### src/rtl/ahb_pkg.sv
// ahb_pkg: shared AHB-Lite transfer encodings, response constants and slave FSM states.
package ahb_pkg;
    typedef enum logic [1:0] {HTRANS_IDLE, HTRANS_BUSY, HTRANS_NONSEQ, HTRANS_SEQ} htrans_t;
    typedef enum logic [2:0] {HSIZE_BYTE, HSIZE_HALF, HSIZE_WORD} hsize_t;
    typedef enum logic [1:0] {ST_IDLE, ST_WAIT, ST_ERR1, ST_ERR2} slv_state_t;
    localparam logic HRESP_OKAY  = 1'b0;
    localparam logic HRESP_ERROR = 1'b1;
    function automatic logic [3:0] lane_mask(input logic [2:0] size, input logic [1:0] a);
        return size == HSIZE_BYTE ? 4'b0001 << a :
               size == HSIZE_HALF ? (a[1] ? 4'b1100 : 4'b0011) : 4'b1111;
    endfunction
endpackage

### src/rtl/ahb_sram_bank.sv
// ahb_sram_bank: MEM_WORDS x 32 storage, byte-lane write enables, async read, async zero reset.
module ahb_sram_bank #(
    parameter int MEM_WORDS = 64
) (
    input  logic        clk,
    input  logic        rst_n,
    input  logic [3:0]  we,
    input  logic [5:0]  idx,
    input  logic [31:0] wdata,
    output logic [31:0] rdata
);
    logic [31:0] words [MEM_WORDS];
    logic [31:0] bm;
    assign bm = {{8{we[3]}}, {8{we[2]}}, {8{we[1]}}, {8{we[0]}}};
    for (genvar w = 0; w < MEM_WORDS; w++) begin : g_w
        always_ff @(posedge clk or negedge rst_n)
            if (!rst_n)
                words[w] <= '0;
            else if (idx == 6'(w) && |we)
                words[w] <= (words[w] & ~bm) | (wdata & bm);
    end
    assign rdata = words[idx];
endmodule

### src/rtl/ahb_sram_slave.sv
// ahb_sram_slave: AHB-Lite SRAM responder with programmable wait states and two-cycle ERROR.
// Define AHB_SLV_PROT_EN to make user-mode writes to the upper half of memory an error.
module ahb_sram_slave
    import ahb_pkg::*;
#(
    parameter int MEM_WORDS   = 64,
    parameter int WAIT_STATES = 0
) (
    input  logic        HCLK,
    input  logic        HRESET,
    input  logic        HSEL,
    input  logic [7:0]  HADDR,
    input  logic [1:0]  HTRANS,
    input  logic        HWRITE,
    input  logic [2:0]  HSIZE,
    input  logic [2:0]  HBURST,
    input  logic [3:0]  HPROT,
    input  logic [31:0] HWDATA,
    input  logic        HREADY,
    output logic        HREADYOUT,
    output logic        HRESP,
    output logic [31:0] HRDATA
);
    slv_state_t state, state_nx;
    logic [2:0]  cnt, cnt_nx;
    logic        dp_valid, dp_write;
    logic [5:0]  dp_idx;
    logic [3:0]  dp_mask;
    logic        accept, addr_err, done;
    logic [7:0]  widx;
    logic [31:0] rdata;
    logic        unused_ok;
    assign unused_ok = ^{HBURST, HPROT};
    assign widx   = {2'b0, HADDR[7:2]};
    assign accept = HSEL && HREADY && (HTRANS == HTRANS_NONSEQ || HTRANS == HTRANS_SEQ) && state == ST_IDLE;
    assign done   = state == ST_IDLE && dp_valid;
    always_comb begin
        addr_err = HSIZE > 3'd2 || (HSIZE == HSIZE_HALF && HADDR[0]) ||
                   (HSIZE == HSIZE_WORD && |HADDR[1:0]) || widx >= 8'(MEM_WORDS);
`ifdef AHB_SLV_PROT_EN
        addr_err = addr_err || (HWRITE && !HPROT[1] && widx >= 8'(MEM_WORDS / 2));
`endif
    end
    always_comb begin
        state_nx = state;
        cnt_nx   = cnt;
        case (state)
            ST_IDLE:
                if (accept && addr_err)
                    state_nx = ST_ERR1;
                else if (accept && WAIT_STATES > 0) begin
                    state_nx = ST_WAIT;
                    cnt_nx   = 3'(WAIT_STATES - 1);
                end
            ST_WAIT: begin
                state_nx = cnt == 3'd0 ? ST_IDLE : ST_WAIT;
                cnt_nx   = cnt - 3'd1;
            end
            ST_ERR1: state_nx = ST_ERR2;
            default: state_nx = ST_IDLE;
        endcase
    end
    always_ff @(posedge HCLK or negedge HRESET)
        if (!HRESET) begin
            state    <= ST_IDLE;
            cnt      <= '0;
            dp_valid <= 1'b0;
            dp_write <= 1'b0;
            dp_idx   <= '0;
            dp_mask  <= '0;
        end else begin
            state    <= state_nx;
            cnt      <= cnt_nx;
            dp_valid <= accept ? !addr_err : dp_valid && !done;
            if (accept) begin
                dp_write <= HWRITE;
                dp_idx   <= HADDR[7:2];
                dp_mask  <= lane_mask(HSIZE, HADDR[1:0]);
            end
        end
    // Only OKAY transfers set dp_valid, so errored writes never reach the bank.
    ahb_sram_bank #(.MEM_WORDS(MEM_WORDS)) u_bank (
        .clk   (HCLK),
        .rst_n (HRESET),
        .we    (done && dp_write ? dp_mask : 4'b0000),
        .idx   (dp_idx),
        .wdata (HWDATA),
        .rdata (rdata)
    );
    assign HREADYOUT = state == ST_IDLE || state == ST_ERR2;
    assign HRESP     = state == ST_ERR1 || state == ST_ERR2 ? HRESP_ERROR : HRESP_OKAY;
    assign HRDATA    = done && !dp_write ? rdata : '0;
endmodule

### config.mk
export PLATFORM = sky130hd
export DESIGN_NAME = ahb_sram_slave
export DESIGN_NICKNAME = d
export VERILOG_FILES = /design/src/rtl/ahb_pkg.sv /design/src/rtl/ahb_sram_bank.sv /design/src/rtl/ahb_sram_slave.sv
export SDC_FILE = /design/constraint.sdc
export NUM_CORES = 2
export LEC_CHECK = 0
export ABC_AREA = 1
export BUFFER_PORTS_ARGS = -buffer_cell sky130_fd_sc_hd__buf_2
export CAP_MARGIN = 20
export CORE_MARGIN = 2
export CORE_UTILIZATION = 31
export CTS_CLUSTER_DIAMETER = 40
export DETAILED_ROUTE_END_ITERATION = 12
export SLEW_MARGIN = 20
export SYNTH_ARGS = -nofsm -noshare
export SYNTH_HDL_FRONTEND = slang
export SYNTH_SLANG_ARGS = --single-unit
### constraint.sdc
create_clock -name HCLK -period 2.5 [get_ports HCLK]
set_clock_uncertainty 0.05 [all_clocks]
set_input_delay 0.5 -clock HCLK [delete_from_list [all_inputs] [get_ports HCLK]]
set_output_delay 0.5 -clock HCLK [all_outputs]
set_load 0.03 [all_outputs]
==> results.tsv <==
stage	metric	value	unit
timing	relSlewSlack	0.558	
worst_setup_path	criticalPathCategory	reg2out	
detailed_routing	antenna_left	0	
pwr	p_leak	67.0	nW
worst_setup_path	worstPathMaxFanout	16	
floorplanning	die_area	320000	um2
clocking	cts_buffers	305	
hold_path	hold_depth	3	
floorplanning	die-width	566	um
global_routing	grt_overflow_total	0	
final_layout	areaGrowthSynthToFinish	26.0	%
clocking	cts_tree	done	
global_routing	grt_pass1_vias	81500	
floorplanning	core_area	314000	um2
worst_setup_path	crit_path_end_kind	output pin	
global_routing	grt_pass1_wl	503000	um
pwr	powerDensity	1070	nW/um2
timing	rsz0062_at_grt	yes	
timing	final.period_utilization	1.57	
detailed_routing	drt-total-wl	327000	um
timing	tns	-45.81	ns
global_routing	antenna_found_initial	8	
clocking	clockRootBuffer	clkbuf_16	
synth	synth-edff-count	0	
global_routing	grt_max_degree	118	
synth	async_flop_share	1.00	
floorplanning	num_rows	206	
detailed_routing	via_per_inst	4.82	
synth	synth-seq-cells	2065	
synth	synthCells	13000	
clocking	clkTransAtPathRegs	0.06	ns
worst_setup_path	ff2ff_path_depth	13	
final_layout	multiInputGateArea	43200	um2
placed_design	preCtsSetupSlack	-0.860	ns
global_routing	grt_usage	0.199	
synth	seq_area_frac_synth	0.528	
run_status	violations	negative setup slack	
floorplanning	io_pins	91	
detailed_routing	drt-pass1-iter-count	6	
timing	setup_viol	233	
final_layout	layout-drive-gt1-share	0.141	
flow_run	maxCapViolCount	0	
floorplanning	start_util	0.311	
synth	synth_fp_nets	13000	
detailed_routing	drt-wirelength-per-cell	18.4	um
timing	clock.fmax	255	MHz
final_layout	regArea	51700	um2
clocking	clock_sinks	2065	
final_layout	fill_cells	31900	
run_status	status	finished, violations left	
timing	hold_viol_final	0	
synth	yosysWarnings	0	
final_layout	stdcell_area	123000	um2
synth	synth_ff_type	dfrtp_1	
synth	yosysUniqueCellTypes	33	
timing	worstMarginPinSlew	0.663	ns
hold_path	holdCritStartpoint	HWDATA[14]	
detailed_routing	num_vias	85500	
placed_design	routabilityCongestion	0.876	
worst_setup_path	start_kind	flip-flop	
pwr	finalPower	132	mW
placed_design	io_buffers	82	
timing	fin_ws	-1.42	ns
floorplanning	dieHeight	566	um
worst_setup_path	cp.arrival	3.37	ns
pwr	peakVddDrop	660	uV
hold_path	hold_class	in2reg	
timing	finalCriticalPeriod	3.92	ns
worst_setup_path	cp-startpoint	dp_idx[0]	
detailed_routing	drc	0	
placed_design	placed_area	110000	um2
final_layout	post-route-util	0.392	
final_layout	nNetsFinal	13400	
synth	avgSynthCellArea	7.56	um2
placed_design	hpwl	210000	um
detailed_routing	drtIter0Drc	8878	
worst_setup_path	r2r-start	dp_idx[0]	
synth	synthesis.area	97900	um2
clocking	clock_latency	0.87	ns
worst_setup_path	cp.required	1.95	ns
timing	slew_violations	0	
clocking	cts.path.max_buffers	4	
clocking	htreeDepth	5	
[area by class of cell]
| class | instances | share of cell area |
|---|---|---|
| Sequential cell | 2065 | 0.419 |
| Antenna cell | 9 | 0.000183 |
| Clock inverter | 187 | 0.0181 |
| Multi-Input combinational cell | 9950 | 0.350 |
| Tap cell | 4160 | 0.0422 |
| Inverter | 57 | 0.00219 |
| Clock buffer | 356 | 0.0667 |
| Timing Repair Buffer | 954 | 0.102 |
[final timing paths]
path,endpoint,slack (ns)
min in group asynchronous,asynchronous set/reset pin,0.19
max,HRDATA[23],-1.42
min reg2reg,cnt[0],0.43
max in group asynchronous,asynchronous set/reset pin,1.24
max reg2reg,flip-flop,-0.07
min,flip-flop,0.04
[what timing repair did]
action / CTS / global route
setup endpoints to repair: 1349 / 1564
hold endpoints to repair: 1029 / 0
gates cloned: 10 / 18
pin swaps: 19 / 36
hold buffers: 19 / 0
setup buffers: 12 / 24
gates resized for setup: 202 / 277
[placed cells by master, fill, tap and decap left out, types with 3 or more instances in the layout]
cell,count
buf_12,343
buf_16,26
buf_2,54
buf_4,423
buf_6,56
buf_8,5
bufbuf_16,5
bufinv_16,34
clkbuf_1,17
clkbuf_16,328
clkbuf_4,6
clkbuf_8,28
clkinv_2,29
clkinv_4,31
clkinv_8,3
clkinvlp_4,42
dfrtp_1,2063
diode_2,9
dlygate4sd3_1,19
ha_1,4
inv_1,18
inv_2,34
inv_6,40
inv_8,9
nand2_1,7259
nand2_2,110
nand2_4,95
nand2_8,31
nand3_1,96
nor2_1,12
nor2_2,45
nor2_4,50
nor2_8,40
o21ai_0,1033
o21ai_1,1129
o21ai_2,25
o21ai_4,5
[critical path, cell delays in order, from the launching register on]
cell and delay [ns]:
dfrtp_4 0.58, buf_16 0.22, buf_16 0.19, buf_4 0.18
nand2_1 0.07, nand2_1 0.05, nand2_1 0.05, nand3_1 0.07
nand2_1 0.10, nand2_1 0.13, o21ai_1 0.16, nand2_1 0.11
nor2_4 0.19, buf_4 0.15, nor2_2 0.03, clkbuf_4 0.18
[Yosys cell counts (2+ instances only)]
| master | count | area share |
|---|---|---|
| buf_2 | 193 | 0.0099 |
| nand3_1 | 97 | 0.0050 |
| o21ai_0 | 1128 | 0.058 |
| nor2_1 | 89 | 0.0034 |
| buf_6 | 54 | 0.0062 |
| a21oi_1 | 2 | 0.00010 |
| o21ai_1 | 1064 | 0.054 |
| nand2_2 | 80 | 0.0051 |
| nand2_1 | 7321 | 0.28 |
| nor2_8 | 40 | 0.0082 |
| clkbuf_1 | 565 | 0.022 |
| dfrtp_1 | 2065 | 0.53 |
| inv_2 | 3 | 0.00012 |
| inv_1 | 21 | 0.00081 |
| buf_12 | 4 | 0.00082 |
| ha_1 | 6 | 0.00077 |
| nor2_2 | 17 | 0.0011 |
| clkinv_1 | 33 | 0.0013 |
| buf_1 | 52 | 0.0020 |
| nand2_4 | 94 | 0.011 |
| buf_4 | 10 | 0.00077 |
[logic make-up after synthesis]
group,after synthesis,share of synthesized area
xor+xnor,1,0.0000895
simple gates,7743,0.315
flops,2065,0.528
fa+ha+maj,6,0.000767
buf+inv,935,0.0435
compound gates,2200,0.113
[metal layers]
layer  vias up  share of wire  GRT usage
li1      41700              -          -
met1     40700           0.44      0.270
met2      2453           0.45      0.317
met3       598          0.056     0.0223
met4         4          0.052     0.0905
met5         -       0.000070          0
[metrics by stage]
step | instances | hold slack [ns]
2_1_floorplan | 13000 | 0.154
3_3_place_gp | 17100 | 0.408
3_5_place_dp | 17100 | 0.411
4_1_cts | 17700 | 0.00656
5_1_grt | 17700 | 0.0580
6_report | 17700 | 0.0448
[report_power, final]
part           switching, mW  internal (mW)  leakage [nW]
Sequential             0.176           33.6          18.2
Clock                   16.9           27.3          5.03
Combinational           34.7           19.6          43.8
Power figures use the tool's default switching activity.
